[config.mk]
export PLATFORM = sky130hd
export DESIGN_NAME = step_controller
export DESIGN_NICKNAME = d
export VERILOG_FILES = /design/src/rtl/step_controller.sv
export SDC_FILE = /design/constraint.sdc
export NUM_CORES = 1
export LEC_CHECK = 0
export ABC_AREA = 1
export CORE_ASPECT_RATIO = 1.2
export CORE_MARGIN = 2
export CORE_UTILIZATION = 64
export CTS_CLUSTER_SIZE = 20
export DETAILED_ROUTE_END_ITERATION = 10
export DONT_BUFFER_PORTS = 1
export HOLD_SLACK_MARGIN = 0.12
export PLACE_DENSITY_LB_ADDON = 0.12
export SYNTH_ARGS = -nofsm -noshare
export SYNTH_HDL_FRONTEND = slang
export SYNTH_SLANG_ARGS = --single-unit
[constraint.sdc]
create_clock -name iCLK -period 2.2 [get_ports iCLK]
set_input_delay 0.33 -clock iCLK [delete_from_list [all_inputs] [get_ports iCLK]]
set_output_delay 0.33 -clock iCLK [all_outputs]
set_load 0.03 [all_outputs]
[src/rtl/step_controller.sv]
// Clock-enable generator for the single-cycle core: debounced single-step, divided free-run,
// and a PC breakpoint that halts free-run. The core runs on iCLK and advances only on cpu_en.
module step_controller #(
    parameter int DEBOUNCE_CYCLES = 1000000,
    parameter int RUN_DIV         = 5000000,
    parameter int CNT_W           = 16
) (
    input  logic             iCLK,
    input  logic             iRST_N,
    input  logic             key_step_n,
    input  logic             run_mode,
    input  logic             bp_en,
    input  logic [31:0]      bp_addr,
    input  logic [31:0]      pc,
    input  logic             clr_count,
    output logic             cpu_en,
    output logic             halted,
    output logic             running,
    output logic [CNT_W-1:0] step_count,
    output logic [1:0]       state_dbg
);

    localparam int DB_W  = $clog2(DEBOUNCE_CYCLES + 1);
    localparam int DIV_W = (RUN_DIV > 1) ? $clog2(RUN_DIV) : 1;
    localparam logic [DB_W-1:0]  DB_LAST  = DB_W'(DEBOUNCE_CYCLES - 1);
    localparam logic [DIV_W-1:0] DIV_LAST = DIV_W'(RUN_DIV - 1);

    typedef enum logic [1:0] {
        IDLE = 2'd0,
        RUN  = 2'd1,
        HALT = 2'd2
    } state_t;

    state_t           state;
    logic [1:0]       key_sync;
    logic [1:0]       run_sync;
    logic             key_s;
    logic             run_s;
    logic [DB_W-1:0]  db_cnt;
    logic             key_db;
    logic             key_db_d;
    logic             press;
    logic             bp_hit;
    logic [DIV_W-1:0] div_cnt;

    assign key_s     = key_sync[1];
    assign run_s     = run_sync[1];
    assign press     = key_db_d & ~key_db;
    assign bp_hit    = bp_en && (pc == bp_addr);
    assign state_dbg = state;

    // Key resets to "released" so a reset never manufactures a press.
    always_ff @(posedge iCLK or negedge iRST_N) begin
        if (!iRST_N) begin
            key_sync <= 2'b11;
            run_sync <= 2'b00;
        end else begin
            key_sync <= {key_sync[0], key_step_n};
            run_sync <= {run_sync[0], run_mode};
        end
    end

    always_ff @(posedge iCLK or negedge iRST_N) begin
        if (!iRST_N) begin
            db_cnt   <= '0;
            key_db   <= 1'b1;
            key_db_d <= 1'b1;
        end else begin
            key_db_d <= key_db;
            if (key_s == key_db) begin
                db_cnt <= '0;
            end else if (db_cnt == DB_LAST) begin
                key_db <= key_s;
                db_cnt <= '0;
            end else begin
                db_cnt <= db_cnt + 1'b1;
            end
        end
    end

    // Breakpoint is evaluated before the divider tick, so a hit never issues a pulse.
    always_ff @(posedge iCLK or negedge iRST_N) begin
        if (!iRST_N) begin
            state   <= IDLE;
            cpu_en  <= 1'b0;
            running <= 1'b0;
            halted  <= 1'b0;
            div_cnt <= '0;
        end else begin
            cpu_en <= 1'b0;
            case (state)
                IDLE: begin
                    if (run_s) begin
                        state   <= RUN;
                        running <= 1'b1;
                        div_cnt <= '0;
                    end else if (press) begin
                        cpu_en <= 1'b1;
                    end
                end
                RUN: begin
                    if (!run_s) begin
                        state   <= IDLE;
                        running <= 1'b0;
                    end else if (bp_hit) begin
                        state   <= HALT;
                        running <= 1'b0;
                        halted  <= 1'b1;
                    end else if (div_cnt == DIV_LAST) begin
                        div_cnt <= '0;
                        cpu_en  <= 1'b1;
                    end else begin
                        div_cnt <= div_cnt + 1'b1;
                    end
                end
                HALT: begin
                    if (!run_s) begin
                        state  <= IDLE;
                        halted <= 1'b0;
                    end else if (press) begin
                        cpu_en <= 1'b1;
                    end
                end
                default: begin
                    state   <= IDLE;
                    running <= 1'b0;
                    halted  <= 1'b0;
                end
            endcase
        end
    end

    always_ff @(posedge iCLK or negedge iRST_N) begin
        if (!iRST_N) begin
            step_count <= '0;
        end else if (clr_count) begin
            step_count <= '0;
        end else if (cpu_en) begin
            step_count <= step_count + 1'b1;
        end
    end

endmodule

==> flow_metrics.py, run 1 <==
metrics = {
    "placed_design": {
        "place_hpwl_mm": 7.551,
        "dp.cells": 720,
        "io_buffer_count": 0,
        "dpl_cell_area_mm2": 0.004731,
        "dpl_worst_slack_ns": 0.2186,
        "place_congestion": 0.9330,
    },
    "detailed_routing": {
        "drt_wl_total_mm": 10.29,
        "vias_per_cell": 5.541,
        "antenna_left": 0,
        "wl_per_cell_um": 13.90,
        "drt-initial-drc-count": 171,
        "vias": 4100,
        "first_pass_iters": 6,
        "route.detailed.drc": 0,
    },
    "timing": {
        "setup_ws_ns": 0.1654,
        "fin_crit_ns": 2.035,
        "drv_slew": 0,
        "fmax_ghz": 0.4915,
        "setup_violations": 0,
        "rsz0062_at_grt": "false",
        "period_share_pct": 92.48,
        "worst_hold_slack_ns": 0.2275,
        "relSlewSlack_pct": 66.45,
        "hold_viol_final": 0,
        "fin_tns_setup_ns": 0,
        "tightest_slew_ns": 0.4962,
        "finalClockSkew_ns": 0.01175,
    },
    "die": {
        "die_w_um": 81.74,
        "initial_core_util_pct": 64.93,
        "die-height_um": 97.28,
        "dieArea_mm2": 0.007951,
        "core_mm2": 0.007147,
        "ios": 91,
        "rows": 34,
    },
    "yosys": {
        "synth_edf_count": 0,
        "synthArstFlopShare_pct": 100.0,
        "synth_area_mm2": 0.004641,
        "ys_ff_latch": 70,
        "yosysWarnings": 0,
        "ys_types": 46,
        "synth_ff_type": "dfrtp_1",
        "synthCells": 633,
        "avgSynthCellArea_um2": 7.331,
        "seq_area_frac_synth_pct": 37.85,
        "syn_nets": 710,
    },
    "clocking": {
        "cts_buffers": 9,
        "htree_levels": 3,
        "numClockSinks": 70,
        "path_clk_slew_ns": 0.08,
        "cts_setup_buffers": 0,
        "cts_resized": 0,
        "cts_buffer_depth": 2,
        "clk_latency_ns": 0.35,
        "tritoncts": "built",
        "root_buffer": "clkbuf_8",
    },
    "final_layout": {
        "final_common_cell": "nand2_1",
        "nets": 723,
        "drive_gt1_share_pct": 12.77,
        "stdcell_area_mm2": 0.005010,
        "mostFrequentLayoutCells": "153 x nand2_1, 92 x inv_1, 68 x nor2_1",
        "fin_cells": 740,
        "final_util_pct": 70.10,
        "area_growth_syn_to_layout_pct": 7.954,
        "antenna_cells": 0,
        "num-fill-cells": 583,
    },
    "hold_path": {
        "min_path_type": "in2reg",
    },
    "grt": {
        "antenna_found_initial": 0,
        "grt_max_degree": 71,
        "overflow": 0,
        "grt_pass1_vias": 4162,
        "grt_usage_pct": 27.53,
        "grt_first_pass_wirelength_mm": 17.39,
    },
    "critical_path": {
        "crit_required_ns": 2.43,
        "worst-setup-path-type": "reg2reg",
        "crit_path_start_kind": "flip-flop",
        "worstPathArrival_ns": 2.27,
        "crit_fanout": 10,
        "cp-end-kind": "flip-flop",
    },
    "power": {
        "cellLeakagePower_nw": 2.398,
        "finalPower_mw": 3.353,
        "worst_ir_drop_vdd_v": 0.0005907,
        "p_per_area_mw_per_mm2": 669.4,
    },
    "run_status": {
        "status": "finished, final reports clean",
    },
    "run": {
        "cap_violations": 0,
    },
}
## cell type report
class                      count  area, um2  area share, %
clock inverter                 6      87.58          1.748
sequential                    70       1757          35.06
clock buffer                   9      123.9          2.473
multi-input combinational    451       2421          48.33
timing repair buffer          12      120.1          2.398
inverter                     102      387.9          7.742
tap                           90      112.6          2.248
## synthesized netlist by cell type (4+ instances only)
library cell  count  area, um2
dfstp_2           4      105.1
ha_1              7      87.58
inv_1            92      345.3
nand2_2           5      31.28
a21oi_1          20      100.1
nand2_1         153      574.3
o21ai_1          17      85.08
or2_2             4      25.02
dfrtp_1          66       1652
xnor2_1          11      96.34
nor3_2            6      60.06
o21ai_2           8      70.07
xor2_1           15      131.4
nand3_1          33      165.2
nor3_4            4      65.06
a31oi_1           4      25.02
nor2_1           68      255.2
nor4_1            4      25.02
nand4_1          22      137.6
nor2_2            6      37.54
inv_2             9      33.78
o21ai_0          19      95.09
nor3_1           20      100.1
## sequential cells by signal, indices dropped and copies added, names as in the netlist, 2 cells and up
signal	count
db_cnt	20
div_cnt	23
key_sync	2
run_sync	2
state_dbg	2
step_count	16
## per-layer routing
| layer | vias up | share of wire [%] | GRT usage [%] | routed length [um] |
|---|---|---|---|---|
| met4 | 0 | 2.1 | 12.56 | 212 |
| met3 | 22 | 4.8 | 5.204 | 491 |
| met1 | 1906 | 41 | 32.47 | 4243 |
| met5 | - | 0 | 0 | 0 |
| li1 | 2062 | - | - | - |
| met2 | 110 | 52 | 47.22 | 5342 |
## worst max-delay path, stage by stage (launching register included)
cell,delay [ns]
dfrtp_1,0.48
ha_1,0.28
nand2_1,0.10
nor2_2,0.18
inv_2,0.08
nor4_2,0.19
nand3_2,0.29
inv_2,0.12
nor3_1,0.05
nand2_1,0.07
o21ai_1,0.07
## final timing paths
check | start | end | slack (ns) | cells after the start
worst max-delay path | div_cnt[0] | div_cnt[11] | 0.17 | 10
worst min-delay path | clr_count | step_count[15] | 0.23 | 3
worst max register to register | div_cnt[0] | div_cnt[11] | 0.17 | 10
worst min register to register | run_sync[0] | run_sync[1] | 0.36 | 0
max in group asynchronous | iRST_N | key_sync[1] | 1.34 | 2
min in group asynchronous | iRST_N | div_cnt[16] | 0.54 | 2
## timing repair
item | in CTS | in global routing
endpoints found under the setup margin | 0 | 0
hold buffers | 5 | 0
endpoints found under the hold margin | 76 | 0
## cells by family (layout without fill, tap and decap cells)
kind of cell	Yosys count	count (layout)	share of synthesized area, %
compound gates	76	76	9.544
xor+xnor	26	26	4.907
fa+ha+maj	7	7	1.887
buf+inv	112	129	9.975
flops	70	70	37.85
mux	1	1	0.2426
simple gates	341	341	35.59
## report_power, final
part           switching (mW)  internal [mW]
Sequential             0.0850           1.34
Combinational           0.552          0.228
Clock                   0.516          0.630
Total                    1.15           2.20
No activity file was read; power rests on OpenSTA's default activity.
==> run 2, diff against run 1 <==
- CORE_MARGIN: 2 -> 1
- CORE_UTILIZATION: 64 -> 50
==> flow_metrics.py, run 2 (synthesis gave the netlist of run 1 again) <==
metrics = {
    "detailed_routing": {
        "drt-initial-drc-count": 133,
        "first_pass_iters": 5,
        "wl_per_cell_um": 12.92,
        "route.detailed.drc": 0,
        "drt_wl_total_mm": 9.988,
        "vias_per_cell": 5.248,
        "antenna_left": 0,
        "vias": 4057,
    },
    "clocking": {
        "tritoncts": "built",
        "numClockSinks": 70,
        "path_clk_slew_ns": 0.09,
        "clk_latency_ns": 0.35,
        "cts_setup_buffers": 0,
        "cts_buffers": 9,
        "cts_buffer_depth": 2,
        "cts_resized": 0,
        "htree_levels": 3,
        "root_buffer": "clkbuf_8",
        "cts_hold_buffers": 5,
    },
    "grt": {
        "met1_usage_pct": 27.35,
        "grt-busiest-layer": "met2",
        "grt_usage_pct": 22.63,
        "grt_pass1_vias": 4073,
        "use_met2_pct": 40.49,
        "overflow": 0,
        "grt_use_met3_pct": 3.390,
        "grt_first_pass_wirelength_mm": 17.90,
        "antenna_found_initial": 0,
        "grt_max_degree": 71,
    },
    "critical_path": {
        "cpPeakStageDelay_ns": 0.39,
        "worst-path-buf-inv": 2,
        "worstPathArrival_ns": 2.11,
        "cp_top_family": "simple AND/OR/NAND/NOR gates",
        "worstPathCellList": "ha_1 > nand2_1 > nor2_2 > inv_2 > nor4_2 > nand3_2 > inv_2 > nor3_1 > nand2_1 > o21ai_1",
        "cp_slowest_cell": "dfrtp_1",
        "worst-setup-path-type": "reg2reg",
        "cp-end-kind": "flip-flop",
        "crit_path_start_kind": "flip-flop",
        "crit_fanout": 10,
        "crit_required_ns": 2.43,
    },
    "timing": {
        "tightest_slew_ns": 0.4697,
        "fmax_ghz": 0.5318,
        "hold_viol_final": 0,
        "fin_tns_setup_ns": 0,
        "period_share_pct": 85.48,
        "rsz0062_at_grt": "false",
        "fin_crit_ns": 1.881,
        "finalClockSkew_ns": 0.01136,
        "setup_violations": 0,
        "relSlewSlack_pct": 68.25,
        "drv_slew": 0,
    },
    "placed_design": {
        "place_hpwl_mm": 7.634,
        "io_buffer_count": 0,
        "place_congestion": 0.9244,
        "dpl_cell_area_mm2": 0.004783,
    },
    "final_layout": {
        "reg.largest.list": "div_cnt: 23 flops, db_cnt: 20 flops, step_count: 16 flops",
        "largest_reg_flops": 23,
        "area_growth_syn_to_layout_pct": 8.789,
        "mostFrequentLayoutCells": "153 x nand2_1, 92 x inv_1, 68 x nor2_1",
        "final_util_pct": 55.89,
        "final_common_cell": "nand2_1",
        "drive_gt1_share_pct": 13.17,
        "regMostFlops": "div_cnt",
        "num-fill-cells": 876,
        "nets": 725,
        "antenna_cells": 0,
        "stdcell_area_mm2": 0.005049,
    },
    "die": {
        "initial_core_util_pct": 51.37,
        "core_mm2": 0.009034,
        "ios": 91,
        "dieArea_mm2": 0.009672,
        "rows": 38,
        "die_w_um": 89.95,
        "die-height_um": 107.5,
    },
    "power": {
        "p_per_area_mw_per_mm2": 643.9,
        "cellLeakagePower_nw": 2.411,
        "worst_ir_drop_vdd_v": 0.0004809,
    },
    "hold_path": {
        "min_path_type": "in2reg",
    },
    "run": {
        "cap_violations": 0,
    },
    "run_status": {
        "status": "finished, final reports clean",
    },
}
[run 2: cell count changes in the layout (fill, tap and decap cells not counted), sizes merged]
cell and delta:
bufinv -1, clkinvlp -2, buf +2, inv +1
clkinv +3
[run 2: worst min-delay path, cell delays in order]
cell and delay, ns:
inv_2 0.09, nand2_1 0.09, nor2_1 0.04
[run 2: cell type report]
type,count,area [um2],share of cell area (%)
Multi-Input combinational cell,451,2421,47.96
Sequential cell,70,1757,34.80
Inverter,102,387.9,7.683
Tap cell,120,150.1,2.974
Timing Repair Buffer,14,135.1,2.677
Clock buffer,9,123.9,2.454
Clock inverter,7,73.82,1.462
[run 2: stage by stage]
step / hold slack [ns] / setup slack [ns] / power (mW) / cells
finish: 0.2274 / 0.3195 / 3.251 / 773
CTS: 0.2196 / 0.3296 / 3.308 / 773
global placement: 0.03563 / 0.3888 / 2.191 / 752
global route: 0.2309 / 0.1216 / 3.466 / 773
detailed placement: 0.03572 / 0.3414 / 2.203 / 752
floorplan: 0.03441 / 0.4774 / 2.087 / 633
[run 2: path summary, 6_finish.rpt]
kind,endpoint,start,depth (start not counted),slack [ns]
worst max-delay path,div_cnt[11],div_cnt[1],10,0.32
worst min-delay path,step_count[2],clr_count,3,0.23
worst max register to register,div_cnt[11],div_cnt[1],10,0.32
worst min register to register,run_sync[1],run_sync[0],0,0.36
min in group asynchronous,step_count[4],iRST_N,2,0.52
max in group asynchronous,key_db,iRST_N,2,1.36
[run 2: power breakdown]
group          total [mW]  internal [mW]  switching, mW
clock                1.05          0.527          0.519
sequential           1.41           1.34         0.0700
combinational       0.791          0.233          0.558
total                3.25           2.10           1.15
[run 2: layer usage]
layer	vias to the layer above	part of all wire (%)
met3	22	3.5
li1	2067	-
met1	1885	44
met2	83	50
met4	0	2.4
met5	-	0
